File: config.mk
export PLATFORM = sky130hd
export DESIGN_NAME = shift_count_reg_flat
export DESIGN_NICKNAME = d
export VERILOG_FILES = /design/src/rtl/shift_count_reg_if.sv /design/src/rtl/shift_count_reg.sv /design/src/flat_wrapper.sv
export SDC_FILE = /design/constraint.sdc
export NUM_CORES = 1
export LEC_CHECK = 0
export BUFFER_PORTS_ARGS = -buffer_cell sky130_fd_sc_hd__buf_2
export CAP_MARGIN = 20
export CELL_PAD_IN_SITES_DETAIL_PLACEMENT = 1
export CELL_PAD_IN_SITES_GLOBAL_PLACEMENT = 2
export CORE_MARGIN = 4
export CORE_UTILIZATION = 30
export CTS_CLUSTER_SIZE = 8
export DETAILED_ROUTE_END_ITERATION = 16
export HOLD_SLACK_MARGIN = 0.1
export PLACE_DENSITY_LB_ADDON = 0.1
export SLEW_MARGIN = 20
export SYNTH_ARGS = -nofsm -noshare
export SYNTH_HDL_FRONTEND = slang
export SYNTH_SLANG_ARGS = --single-unit
File: constraint.sdc
create_clock -name clk -period 1.7 [get_ports clk]
set_input_delay 0.085 -clock clk [delete_from_list [all_inputs] [get_ports clk]]
set_output_delay 0.085 -clock clk [all_outputs]
set_load 0.005 [all_outputs]
File: src/rtl/shift_count_reg_if.sv
// Operation bus of the multi-mode register: controls and data in, contents and flags out.
interface shift_count_reg_if #(parameter int WIDTH = 8);
  logic             en;
  logic [2:0]       mode;
  logic [WIDTH-1:0] d;
  logic             sin;
  logic [WIDTH-1:0] q;
  logic             cout;
  logic             zero;

  modport master (output en, mode, d, sin, input q, cout, zero);
  modport slave  (input en, mode, d, sin, output q, cout, zero);
endinterface

File: src/rtl/shift_count_reg.sv
// Multi-mode WIDTH-bit register: hold, load, shift, rotate, inc and dec, with registered
// carry/shift-out and a zero flag derived from q alone.
module shift_count_reg #(
  parameter int          WIDTH     = 8,
  parameter logic [31:0] RESET_VAL = 32'd0
) (
  input logic              clk,
  input logic              reset,
  shift_count_reg_if.slave bus
);
  localparam int             M   = WIDTH - 1;
  localparam logic [WIDTH-1:0] RST = RESET_VAL[WIDTH-1:0];
  localparam logic [WIDTH-1:0] ONE = WIDTH'(1);

  logic [WIDTH-1:0] q, nxt, inc, dec;
  logic             cout, cnxt;
  logic [7:0]       ccand;

  assign inc = q + ONE;
  assign dec = q - ONE;

  // Per-bit 8:1 candidate mux indexed by mode, then the en hold mux.
  // Order (msb..lsb): dec, inc, ror, rol, shr, shl, load, hold.
  for (genvar i = 0; i < WIDTH; i++) begin : g_bit
    logic [7:0] cand;
    assign cand = {dec[i], inc[i], q[(i+1)%WIDTH], q[(i+M)%WIDTH],
                   (i == M) ? bus.sin : q[(i+1)%WIDTH],
                   (i == 0) ? bus.sin : q[(i+M)%WIDTH],
                   bus.d[i], q[i]};
    assign nxt[i] = bus.en ? cand[bus.mode] : q[i];
  end

  // Carry is the wrap indicator for inc/dec and the bit leaving the register otherwise.
  assign ccand = {~|q, &q, q[0], q[M], q[0], q[M], 1'b0, cout};
  assign cnxt  = bus.en ? ccand[bus.mode] : cout;

  always_ff @(posedge clk) begin
    if (reset) begin
      q    <= RST;
      cout <= 1'b0;
    end else begin
      q    <= nxt;
      cout <= cnxt;
    end
  end

  assign bus.q    = q;
  assign bus.cout = cout;
  assign bus.zero = ~|q;
endmodule
File: src/flat_wrapper.sv
// flat-port wrapper written by rule: the top's interface ports become plain ports
module shift_count_reg_flat 
#(
  parameter int          WIDTH     = 8,
  parameter logic [31:0] RESET_VAL = 32'd0
)
  (clk, reset, bus_en, bus_mode, bus_d, bus_sin, bus_q, bus_cout, bus_zero);
  shift_count_reg_if #(.WIDTH(WIDTH)) bus_i ();
  input logic clk;
  input logic reset;
  input wire logic [$bits(bus_i.en)-1:0] bus_en;
  input wire logic [$bits(bus_i.mode)-1:0] bus_mode;
  input wire logic [$bits(bus_i.d)-1:0] bus_d;
  input wire logic [$bits(bus_i.sin)-1:0] bus_sin;
  output wire logic [$bits(bus_i.q)-1:0] bus_q;
  output wire logic [$bits(bus_i.cout)-1:0] bus_cout;
  output wire logic [$bits(bus_i.zero)-1:0] bus_zero;
  assign bus_i.en = bus_en;
  assign bus_i.mode = bus_mode;
  assign bus_i.d = bus_d;
  assign bus_i.sin = bus_sin;
  assign bus_q = bus_i.q;
  assign bus_cout = bus_i.cout;
  assign bus_zero = bus_i.zero;
  shift_count_reg #(.WIDTH(WIDTH), .RESET_VAL(RESET_VAL)) u_core (.clk(clk), .reset(reset), .bus(bus_i));
endmodule
==> key figures, run 1 <==
Critical path
  • Crit. End Element: primary output
  • Required time reported for the critical path endpoint: 1620 ps
  • CP Data Arrival Time: 1490 ps
  • Crit-path max FO: 3
  • Type of origin of the critical path: flop
  • Start-to-end type of the worst setup path: flop to primary output

Clock tree
  • Maximum level of the CTS H-tree: 1
  • Resized Gates After CTS: 0
  • Clock network latency to the later pin of the worst-skew pair: 240 ps
  • Clock Tree Buf Depth: 2
  • Clock slew at reported path FFs: 50 ps
  • Cts bufs inserted: 3
  • TritonCTS Sinks: 9
  • TritonCTS clock tree: done
  • Clock Root Buffer: clkbuf_8

STA
  • Period utilisation layout: 92.7%
  • Relative slew slack: 45.8%
  • Total negative slack: 0 ps
  • Fin worst setup slack: 123 ps
  • Setup repair after global routing missed its margin: false
  • Final worst clock skew: 2.32 ps
  • Number of failing setup endpoints in the final timing report: 0
  • Min Clock Period, post-route: 1580 ps
  • Tightest Pin Transition: 809 ps
  • Number of pins with negative max-slew slack in the final report: 0
  • Fmax: 634 MHz
  • Hold Violations, Final: 0

Place
  • Standard cell area after detailed placement: 1320 um2
  • Routability cong.: 0.767
  • HPWL Detailed: 2920 um
  • Pre-CTS setup slack: 97.6 ps
  • Count of port buffers added during placement: 24

Power and ir drop
  • Total power draw: 0.825 mW
  • Internal power summed over all cells: 0.544 mW
  • Power density of the placed cells: 606 nW/um2
  • Part of the total power dissipated in sequential elements: 28.6%
  • Switch share: 34.1%
  • Logic gate share of total power: 40.2%
  • Switch Pwr: 0.281 mW
  • Max VDD drop: 0.270 mV
  • Total leakage power: 0.600 nW
  • Clock power frac: 31.2%

Finish
  • # nets final: 182
  • Area grow syn2layout: 24.3%
  • Post-layout instance area: 1360 um2
  • Most frequent cells in the layout: 24 x buf_2, 14 x buf_4, 12 x mux2i_1
  • Commonest non-fill, non-tap cell in the layout: buf_2
  • Fraction of layout instances using a drive strength above 1: 33.1%
  • Count of antenna diodes in the layout: 0

Routing
  • Initial DRC Count: 37
  • DRC violation count after routing: 0
  • WL per Instance: 18.0 um
  • Total via count in the routed design: 1153
  • Average via count per standard cell: 5.52
  • Detailed-router iteration count before antenna repair: 4
  • Routed Antenna Nets: 0
  • Final WL: 3770 um

Die
  • Horiz. Die Dim: 68.4 um
  • Initial Utilization: 31.8%
  • Vertical die dimension: 68.4 um
  • Die Area: 4680 um2
  • Number of placement rows: 21
  • Boundary Pins: 25
  • Area of the core region: 3440 um2

Synthesis
  • Leading area contributor after synthesis: dfxtp_1
  • Ys flop type: dfxtp_1
  • Total of flip-flops plus latches after synthesis: 9
  • Leading cell types by total area after synthesis: dfxtp_1 16%, mux2i_1 11%, mux2_2 5.1%
  • Unique cell type count in the Yosys netlist: 52
  • Proportion of netlist area held by the largest area contributor: 16.4%
  • Cell area after synthesis: 1100 um2
  • Total nets after synthesis: 151
  • Post-synthesis sequential area ratio: 16.4%
  • Syn_area_per_cell: 8.24 um2
  • Number of warnings reported in the yosys synthesis log: 0
  • Post-synthesis cell count: 133
  • Share of synthesized registers carrying an async set or reset: 0%
  • Count of flip-flops with a built-in enable after synthesis: 0

Worst hold path
  • Min-delay worst type: input port to flop

Global route
  • Remaining global-route overflow: 0
  • Global router's overall resource usage: 18.3%
  • Maximum number of pins on one net before global-route repair: 17
  • Via count of the first global-routing pass: 1251
  • Initial antenna violation count: 0
  • First-pass GRT wire length: 6260 um

Flow run
  • Number of maximum-capacitance violations: 0

Outcome
  • Outcome: completed
## area by class of cell
type,count,area [um2]
fillers,437,2080
clock buffers,4,45.0
well taps,46,57.6
inverters,5,18.8
multi-input cells,106,816
repair buffers,39,245
flip-flops and latches,9,180
## power groups by stage
stage / Combinational, mW / Sequential, mW / Clock, mW
2_1_floorplan: 0.203 / 0.249 / 0
3_3_place_gp: 0.327 / 0.240 / 0
3_5_place_dp: 0.332 / 0.240 / 0
4_1_cts: 0.334 / 0.236 / 0.265
5_1_grt: 0.365 / 0.238 / 0.275
6_report: 0.331 / 0.236 / 0.258
## logic make-up after synthesis
kind of cell	Yosys count	synth area share, %
flops	9	16.4
xor+xnor	3	2.40
fa+ha+maj	3	3.43
mux	17	16.1
buf+inv	18	9.13
simple gates	40	25.6
compound gates	43	26.9
## cell usage after synthesis (all sizes together), types with 2 or more instances
| library cell | number |
|---|---|
| a211oi | 2 |
| and4b | 2 |
| a31oi | 2 |
| nand3 | 2 |
| clkbuf | 3 |
| nor2 | 6 |
| a21oi | 10 |
| a22oi | 4 |
| ha | 3 |
| or3 | 3 |
| xnor2 | 3 |
| o211ai | 4 |
| nand2 | 9 |
| or4 | 2 |
| dfxtp | 9 |
| and3b | 2 |
| buf | 10 |
| mux2i | 12 |
| o2bb2ai | 3 |
| o21ai | 8 |
| o31ai | 2 |
| mux2 | 5 |
| inv | 5 |
## stage by stage
| stage | hold WS, ps | util [%] | instances |
|---|---|---|---|
| floorplan | 250 | - | 133 |
| global placement | 404 | 38.3 | 205 |
| detailed placement | 410 | 38.3 | 205 |
| CTS | 160 | 39.6 | 209 |
| global route | 168 | 39.6 | 209 |
| finish | 172 | 39.6 | 209 |
## worst max-delay path, cell delays in order (launching register included)
cell and delay, ps:
dfxtp_1 310, inv_1 90, ha_1 140, or3b_2 450
nor2_1 130, buf_2 140
## final timing paths
kind	start	end	slack, ps	cells past startpoint
min reg2reg	u_core.bus.cout$_SDFFE_PP0P_	u_core.bus.cout$_SDFFE_PP0P_	460	2
max	flop	bus_zero	120	5
max reg2reg	flop	flop	130	6
min	reset	u_core.bus.cout$_SDFFE_PP0P_	170	2
## routing by layer
metal / wire, um / track usage [%]
met1: 1850 / 24.3
met5: 0 / 0
met2: 1780 / 30.6
met3: 115 / 3.12
met4: 25 / 3.72
## what timing repair did
item,4_1_cts,5_1_grt
hold buffers,0,0
buffers inserted,0,0
endpoints found under the setup margin,0,1
No activity file was read; power rests on OpenSTA's default activity.
==> run 2, diff against run 1 <==
--- a/config.mk
+++ b/config.mk
@@ -5,14 +5,14 @@
 export SDC_FILE = /design/constraint.sdc
 export NUM_CORES = 1
 export LEC_CHECK = 0
-export BUFFER_PORTS_ARGS = -buffer_cell sky130_fd_sc_hd__buf_2
 export CAP_MARGIN = 20
 export CELL_PAD_IN_SITES_DETAIL_PLACEMENT = 1
 export CELL_PAD_IN_SITES_GLOBAL_PLACEMENT = 2
-export CORE_MARGIN = 4
+export CORE_MARGIN = 2
 export CORE_UTILIZATION = 30
 export CTS_CLUSTER_SIZE = 8
 export DETAILED_ROUTE_END_ITERATION = 16
+export DONT_BUFFER_PORTS = 1
 export HOLD_SLACK_MARGIN = 0.1
 export PLACE_DENSITY_LB_ADDON = 0.1
 export SLEW_MARGIN = 20
==> constraint.sdc (replaced) <==
create_clock -name clk -period 1.5 [get_ports clk]
set_input_delay 0.075 -clock clk [delete_from_list [all_inputs] [get_ports clk]]
set_output_delay 0.075 -clock clk [all_outputs]
set_load 0.005 [all_outputs]
==> key figures, run 2 (synthesis results as in run 1) <==
Worst hold path
  • Min-delay worst type: input port to flop
  • Beginning of the worst hold path: reset

Clock tree
  • Clock Root Buffer: clkbuf_4
  • TritonCTS Sinks: 9 (unchanged)
  • TritonCTS clock tree: done
  • Clock Tree Buf Depth: 2 (unchanged)
  • Clock slew at reported path FFs: 70 ps (+20 ps)
  • Clock network latency to the later pin of the worst-skew pair: 280 ps (+40 ps)
  • Maximum level of the CTS H-tree: 1 (unchanged)
  • Cts bufs inserted: 3 (unchanged)

Critical path
  • Reg2Reg Depth: 5 (-1)
  • Crit-path max FO: 4 (+1)
  • Required time reported for the critical path endpoint: 1700 ps (+80 ps)
  • Kind of cell adding the most delay to the critical path: simple AND/OR/NAND/NOR gates
  • Slowest stage cell, crit path: or4_1
  • Slowest cell delay on critical path: 400 ps (-50 ps)
  • CP Data Arrival Time: 1700 ps (+210 ps)
  • Critical path buffer and inverter count: 1 (-1)
  • Internal reg-to-reg setup slack: 6 ps (-120 ps)
  • Type of origin of the critical path: flop
  • Critical Path, Cell by Cell: buf_6 > nor4b_4 > a21oi_1 > or4_1 > a31oi_1
  • Instance count on the critical path: 5 (unchanged)
  • Crit. End Element: flop
  • Start-to-end type of the worst setup path: flop to flop

Finish
  • # nets final: 168 (-7.7%)
  • Commonest non-fill, non-tap cell in the layout: buf_4
  • Filler cell count in the final layout: 428 (-2.1%)
  • Area grow syn2layout: 24.9%
  • Most frequent cells in the layout: 21 x buf_4, 11 x mux2i_1, 9 x a21oi_1, 9 x nand2_1, 6 x o21ai_0
  • Count of antenna diodes in the layout: 0 (unchanged)
  • Area of the multi-input gates: 876 um2 (+7.4%)
  • Reg area: 189 um2 (+4.9%)
  • Fraction of layout instances using a drive strength above 1: 38.3% (+5.1 points)

STA
  • Number of pins with negative max-slew slack in the final report: 0 (unchanged)
  • Setup repair after global routing missed its margin: true
  • Relative slew slack: 63.7% (+18 points)
  • Fin worst setup slack: 6.45 ps (-117 ps)
  • Hold Violations, Final: 7 (+7)
  • Fin Hold WS: -148 ps (-320 ps)
  • Period utilisation layout: 99.6%
  • Number of failing setup endpoints in the final timing report: 0 (unchanged)
  • Tightest Pin Transition: 541 ps (-268 ps)
  • Min Clock Period, post-route: 1490 ps
  • Fmax: 670 MHz
  • Final worst clock skew: 3.25 ps (+0.931 ps)

Die
  • Die Area: 4150 um2 (-11%)
  • Vertical die dimension: 64.4 um (-5.8%)
  • Horiz. Die Dim: 64.4 um (-5.8%)
  • Boundary Pins: 25 (unchanged)
  • Number of placement rows: 21 (unchanged)
  • Area of the core region: 3420 um2 (-0.76%)
  • Initial Utilization: 32.1% (+0.24 points)

Routing
  • Top layer used by detailed routing: met4
  • Total via count in the routed design: 1130 (-2.0%)
  • Detailed-routing wirelength on met1: 1830 um (-0.97%)
  • Average via count per standard cell: 5.79 (+5.0%)
  • Final WL: 3930 um (+4.2%)
  • DRC violation count after routing: 0 (unchanged)
  • Met2 wire len: 1870 um (+4.8%)
  • Routed Antenna Nets: 0 (unchanged)
  • Initial DRC Count: 62 (+68%)
  • Routed length on met3: 190 um (+65%)
  • Detailed-router iteration count before antenna repair: 4 (unchanged)
  • WL per Instance: 20.2 um (+12%)

Power and ir drop
  • Switch Pwr: 0.299 mW (+6.2%)
  • Internal power summed over all cells: 0.552 mW (+1.4%)
  • Total power draw: 0.850 mW (+3.0%)
  • Part of the total power dissipated in sequential elements: 32.8% (+4.2 points)
  • Logic gate share of total power: 43.1% (+2.9 points)
  • Max VDD drop: 0.388 mV (+44%)
  • Clock power frac: 24.1% (-7.1 points)
  • Total leakage power: 0.542 nW (-9.7%)
  • Power density of the placed cells: 621 nW/um2 (+2.6%)
  • Switch share: 35.1% (+1.1 points)

Flow run
  • Number of maximum-capacitance violations: 0 (unchanged)

Place
  • HPWL Detailed: 2840 um (-2.8%)
  • Pre-CTS setup slack: -2.16 ps (-99.8 ps)
  • Routability cong.: 0.782 (+2.0%)
  • Count of port buffers added during placement: 0 (-100%)

Global route
  • First-pass GRT wire length: 6160 um (-1.6%)
  • Global router's overall resource usage: 19.2% (+0.94 points)
  • Maximum number of pins on one net before global-route repair: 31 (+14)
  • Via count of the first global-routing pass: 1140 (-8.9%)
  • Remaining global-route overflow: 0 (unchanged)
  • Initial antenna violation count: 0 (unchanged)

Outcome
  • Outcome: complete, but fails checks
  • Violated checks: negative hold slack
## run 2: cell types whose count changed in the layout (fill, tap and decap cells not counted), moves of 2 or more
cell           before  now
buf_2              24    0
buf_4              14   21
buf_6               0    2
clkbuf_4            0    3
clkbuf_8            3    0
dfxtp_1             9    4
dfxtp_2             0    4
dlygate4sd3_1       0    2
ha_1                3    1
inv_1               5    3
inv_2               0    2
## run 2: how the worst min path moves through the flow
stage                     slack, ps  cells after the start                      endpoint
after floorplan                 240                      2  u_core.bus.cout$_SDFFE_PP0P_
after global placement          150                      1                          flop
after detailed placement        140                      1                          flop
after CTS                      -150                      1                          flop
after global routing           -160                      1                          flop
final                          -150                      1                          flop
## run 2: metal layers
layer	global-route usage [%]	vias up
li1	-	538
met4	0.798	0
met3	5.03	7
met1	26.7	563
met2	31.4	22
met5	0	-
## run 2: cell type report
cell class                      instances  area share [%]
Clock inverter                          1           0.366
Timing Repair Buffer                   25            14.6
Tap cell                               46            4.20
Inverter                                5            1.37
Clock buffer                            3            1.65
Sequential cell                         9            13.8
Multi-Input combinational cell        106            64.0
## run 2: repair_timing
item / CTS / global route
endpoints found under the setup margin: 6 / 8
hold buffers: 1 / 1
hold endpoints to repair: 9 / 9
buffers inserted: 0 / 3
pin swaps: 5 / 7
resized for setup: 3 / 16
## run 2: stage by stage
| stage | hold WS [ps] | TNS [ps] | instances | cell area [um2] | util [%] |
|---|---|---|---|---|---|
| 4_1_cts | -147 | -17.0 | 191 | 1280 | 37.5 |
| 5_1_grt | -160 | -224 | 195 | 1370 | 40.1 |
| 6_report | -148 | 0 | 195 | 1370 | 40.1 |
| 3_3_place_gp | 146 | 0 | 186 | 1240 | 36.2 |
| 3_5_place_dp | 139 | -2.16 | 186 | 1240 | 36.2 |
| 2_1_floorplan | 240 | 0 | 133 | 1110 | - |
## run 2: power groups by stage
| stage | registers [mW] | clock network [mW] | logic (mW) |
|---|---|---|---|
| global route | 0.282 | 0.231 | 0.399 |
| global placement | 0.283 | 0 | 0.310 |
| detailed placement | 0.284 | 0 | 0.315 |
| CTS | 0.279 | 0.206 | 0.320 |
| finish | 0.279 | 0.205 | 0.366 |
| floorplan | 0.283 | 0 | 0.238 |
==> run 3, diff against run 2 <==
--- a/config.mk
+++ b/config.mk
@@ -15,6 +15,7 @@
 export DONT_BUFFER_PORTS = 1
 export HOLD_SLACK_MARGIN = 0.1
 export PLACE_DENSITY_LB_ADDON = 0.1
+export SETUP_SLACK_MARGIN = 0.4
 export SLEW_MARGIN = 20
 export SYNTH_ARGS = -nofsm -noshare
 export SYNTH_HDL_FRONTEND = slang
==> key figures, run 3 (synthesis results as in run 1) <==
STA
  • Hold Violations, Final: 0 (-7)
  • Fin worst setup slack: 10.3 ps (+3.86 ps)
  • Fmax: 671 MHz (+0.26%)
  • Total negative slack: 0 ps (unchanged)
  • Number of pins with negative max-slew slack in the final report: 0 (unchanged)
  • Relative slew slack: 69.4% (+5.7 points)
  • Setup repair after global routing missed its margin: true
  • Min Clock Period, post-route: 1490 ps (-3.86 ps)
  • Final worst clock skew: 4.23 ps (+0.983 ps)
  • Period utilisation layout: 99.3% (-0.26 points)
  • Tightest Pin Transition: 459 ps (-82.4 ps)
  • Number of failing setup endpoints in the final timing report: 0 (unchanged)

Finish
  • Count of antenna diodes in the layout: 0 (unchanged)
  • Most frequent cells in the layout: 13 x buf_4, 11 x mux2i_1, 9 x nand2_1
  • Reg area: 191 um2 (+1.3%)
  • Fraction of layout instances using a drive strength above 1: 38.5% (+0.26 points)
  • Post-layout instance area: 1460 um2 (+6.5%)
  • # nets final: 167 (-0.60%)
  • Area grow syn2layout: 33.0%
  • Area of the multi-input gates: 935 um2 (+6.7%)
  • Commonest non-fill, non-tap cell in the layout: buf_4
  • Share of the core filled with cells in the final layout: 42.7% (+2.6 points)
  • Filler cell count in the final layout: 396 (-7.5%)

Global route
  • First-pass GRT wire length: 6560 um (+6.4%)
  • Remaining global-route overflow: 0 (unchanged)
  • Maximum number of pins on one net before global-route repair: 31 (unchanged)
  • Via count of the first global-routing pass: 1180 (+3.5%)
  • Initial antenna violation count: 0 (unchanged)
  • Global router's overall resource usage: 20.7% (+1.5 points)

Routing
  • Detailed-router iteration count before antenna repair: 4 (unchanged)
  • Final WL: 4020 um (+2.2%)
  • Total via count in the routed design: 1126 (-0.35%)
  • Routed Antenna Nets: 0 (unchanged)
  • Initial DRC Count: 56 (-9.7%)
  • WL per Instance: 20.7 um (+2.7%)
  • DRC violation count after routing: 0 (unchanged)
  • Average via count per standard cell: 5.80 (+0.16%)

Die
  • Horiz. Die Dim: 64.4 um (unchanged)
  • Vertical die dimension: 64.4 um (unchanged)
  • Area of the core region: 3420 um2 (unchanged)
  • Initial Utilization: 32.1% (unchanged)
  • Boundary Pins: 25 (unchanged)
  • Die Area: 4150 um2 (unchanged)
  • Number of placement rows: 21 (unchanged)

Critical path
  • Crit. End Element: flop
  • Required time reported for the critical path endpoint: 1700 ps (about the same)
  • Endpoint of the lowest-slack register-to-register path: u_core.bus.cout$_SDFFE_PP0P_
  • Slowest cell delay on critical path: 370 ps (-30 ps)
  • CP Data Arrival Time: 1690 ps (about the same)
  • Type of origin of the critical path: flop
  • Crit-path max FO: 4 (unchanged)
  • Reg2Reg Depth: 6 (+1)
  • Kind of cell adding the most delay to the critical path: compound AO/OA/AOI/OAI gates
  • Start-to-end type of the worst setup path: flop to flop
  • Critical path buffer and inverter count: 1 (unchanged)
  • Slowest stage cell, crit path: dfxtp_4
  • Internal reg-to-reg setup slack: 10 ps (about the same)
  • Critical Path, Cell by Cell: inv_4 > ha_4 > or3b_4 > o32ai_2 > o21ai_1 > a21oi_1

Worst hold path
  • Worst hold path stage count: 2 (+1)
  • Beginning of the worst hold path: bus_mode[2]
  • Min-delay worst type: input port to flop

Clock tree
  • Cts bufs inserted: 3 (unchanged)
  • TritonCTS clock tree: done
  • Clock network latency to the later pin of the worst-skew pair: 270 ps (about the same)
  • Clock Root Buffer: clkbuf_4
  • TritonCTS Sinks: 9 (unchanged)
  • Clock slew at reported path FFs: 70 ps (about the same)
  • Maximum level of the CTS H-tree: 1 (unchanged)
  • Clock Tree Buf Depth: 2 (unchanged)

Place
  • Count of port buffers added during placement: 0 (unchanged)
  • Routability cong.: 0.797 (+1.8%)
  • HPWL Detailed: 2850 um (+0.42%)
  • Standard cell area after detailed placement: 1230 um2 (-0.40%)
  • Pre-CTS setup slack: 1.80 ps (+3.96 ps)

Power and ir drop
  • Total leakage power: 0.549 nW (+1.4%)
  • Total power draw: 0.878 mW (+3.3%)
  • Power density of the placed cells: 603 nW/um2 (-3.0%)
  • Max VDD drop: 0.357 mV (-8.1%)

Flow run
  • Number of maximum-capacitance violations: 0 (unchanged)

Outcome
  • Outcome: completed
[run 3: changes by cell type in the layout (fill, tap and decap cells not counted), moves of 2 or more]
cell           change
a21oi_1            -3
a21oi_2            +3
buf_4              -8
buf_6              +3
dlygate4sd3_1      +3
ha_4               +2
inv_2              -2
inv_4              +2
[run 3: cell type report]
type	count	area share, %
multi-input cells	106	64.1
repair buffers	24	15.4
clock buffers	4	1.80
flip-flops and latches	9	13.1
well taps	46	3.95
inverters	5	1.63
[run 3: repair_timing]
action                     CTS  global route
pin swaps                   17            11
resized for setup           14             7
setup buffers                5             1
hold buffers                 5             0
hold endpoints to repair     9             0
setup endpoints to repair   10            10
[run 3: metrics by stage]
stage	hold slack (ps)	std cells
floorplan	240	133
global placement	139	179
detailed placement	140	179
CTS	103	193
global route	121	194
finish	98.7	194
[run 3: how the worst max path moves through the flow]
| stage | startpoint | endpoint | depth (start not counted) |
|---|---|---|---|
| after floorplan | flop | flop | 5 |
| after global placement | flop | u_core.bus.cout$_SDFFE_PP0P_ | 6 |
| after detailed placement | flop | flop | 4 |
| after CTS | flop | flop | 4 |
| after global routing | flop | u_core.bus.cout$_SDFFE_PP0P_ | 6 |
| final | flop | u_core.bus.cout$_SDFFE_PP0P_ | 6 |
[run 3: report_power, final]
group          internal (mW)  switching (mW)
registers              0.256          0.0224
logic                  0.211           0.186
clock network          0.103           0.101
total                  0.569           0.309
[run 3: layer usage]
metal / part of all wire, % / GRT usage (%) / vias up
met5: 0 / 0 / -
met4: 1.0 / 3.19 / 0
met3: 3.9 / 4.51 / 6
met2: 47 / 34.4 / 28
met1: 48 / 28.1 / 553
li1: - / - / 539
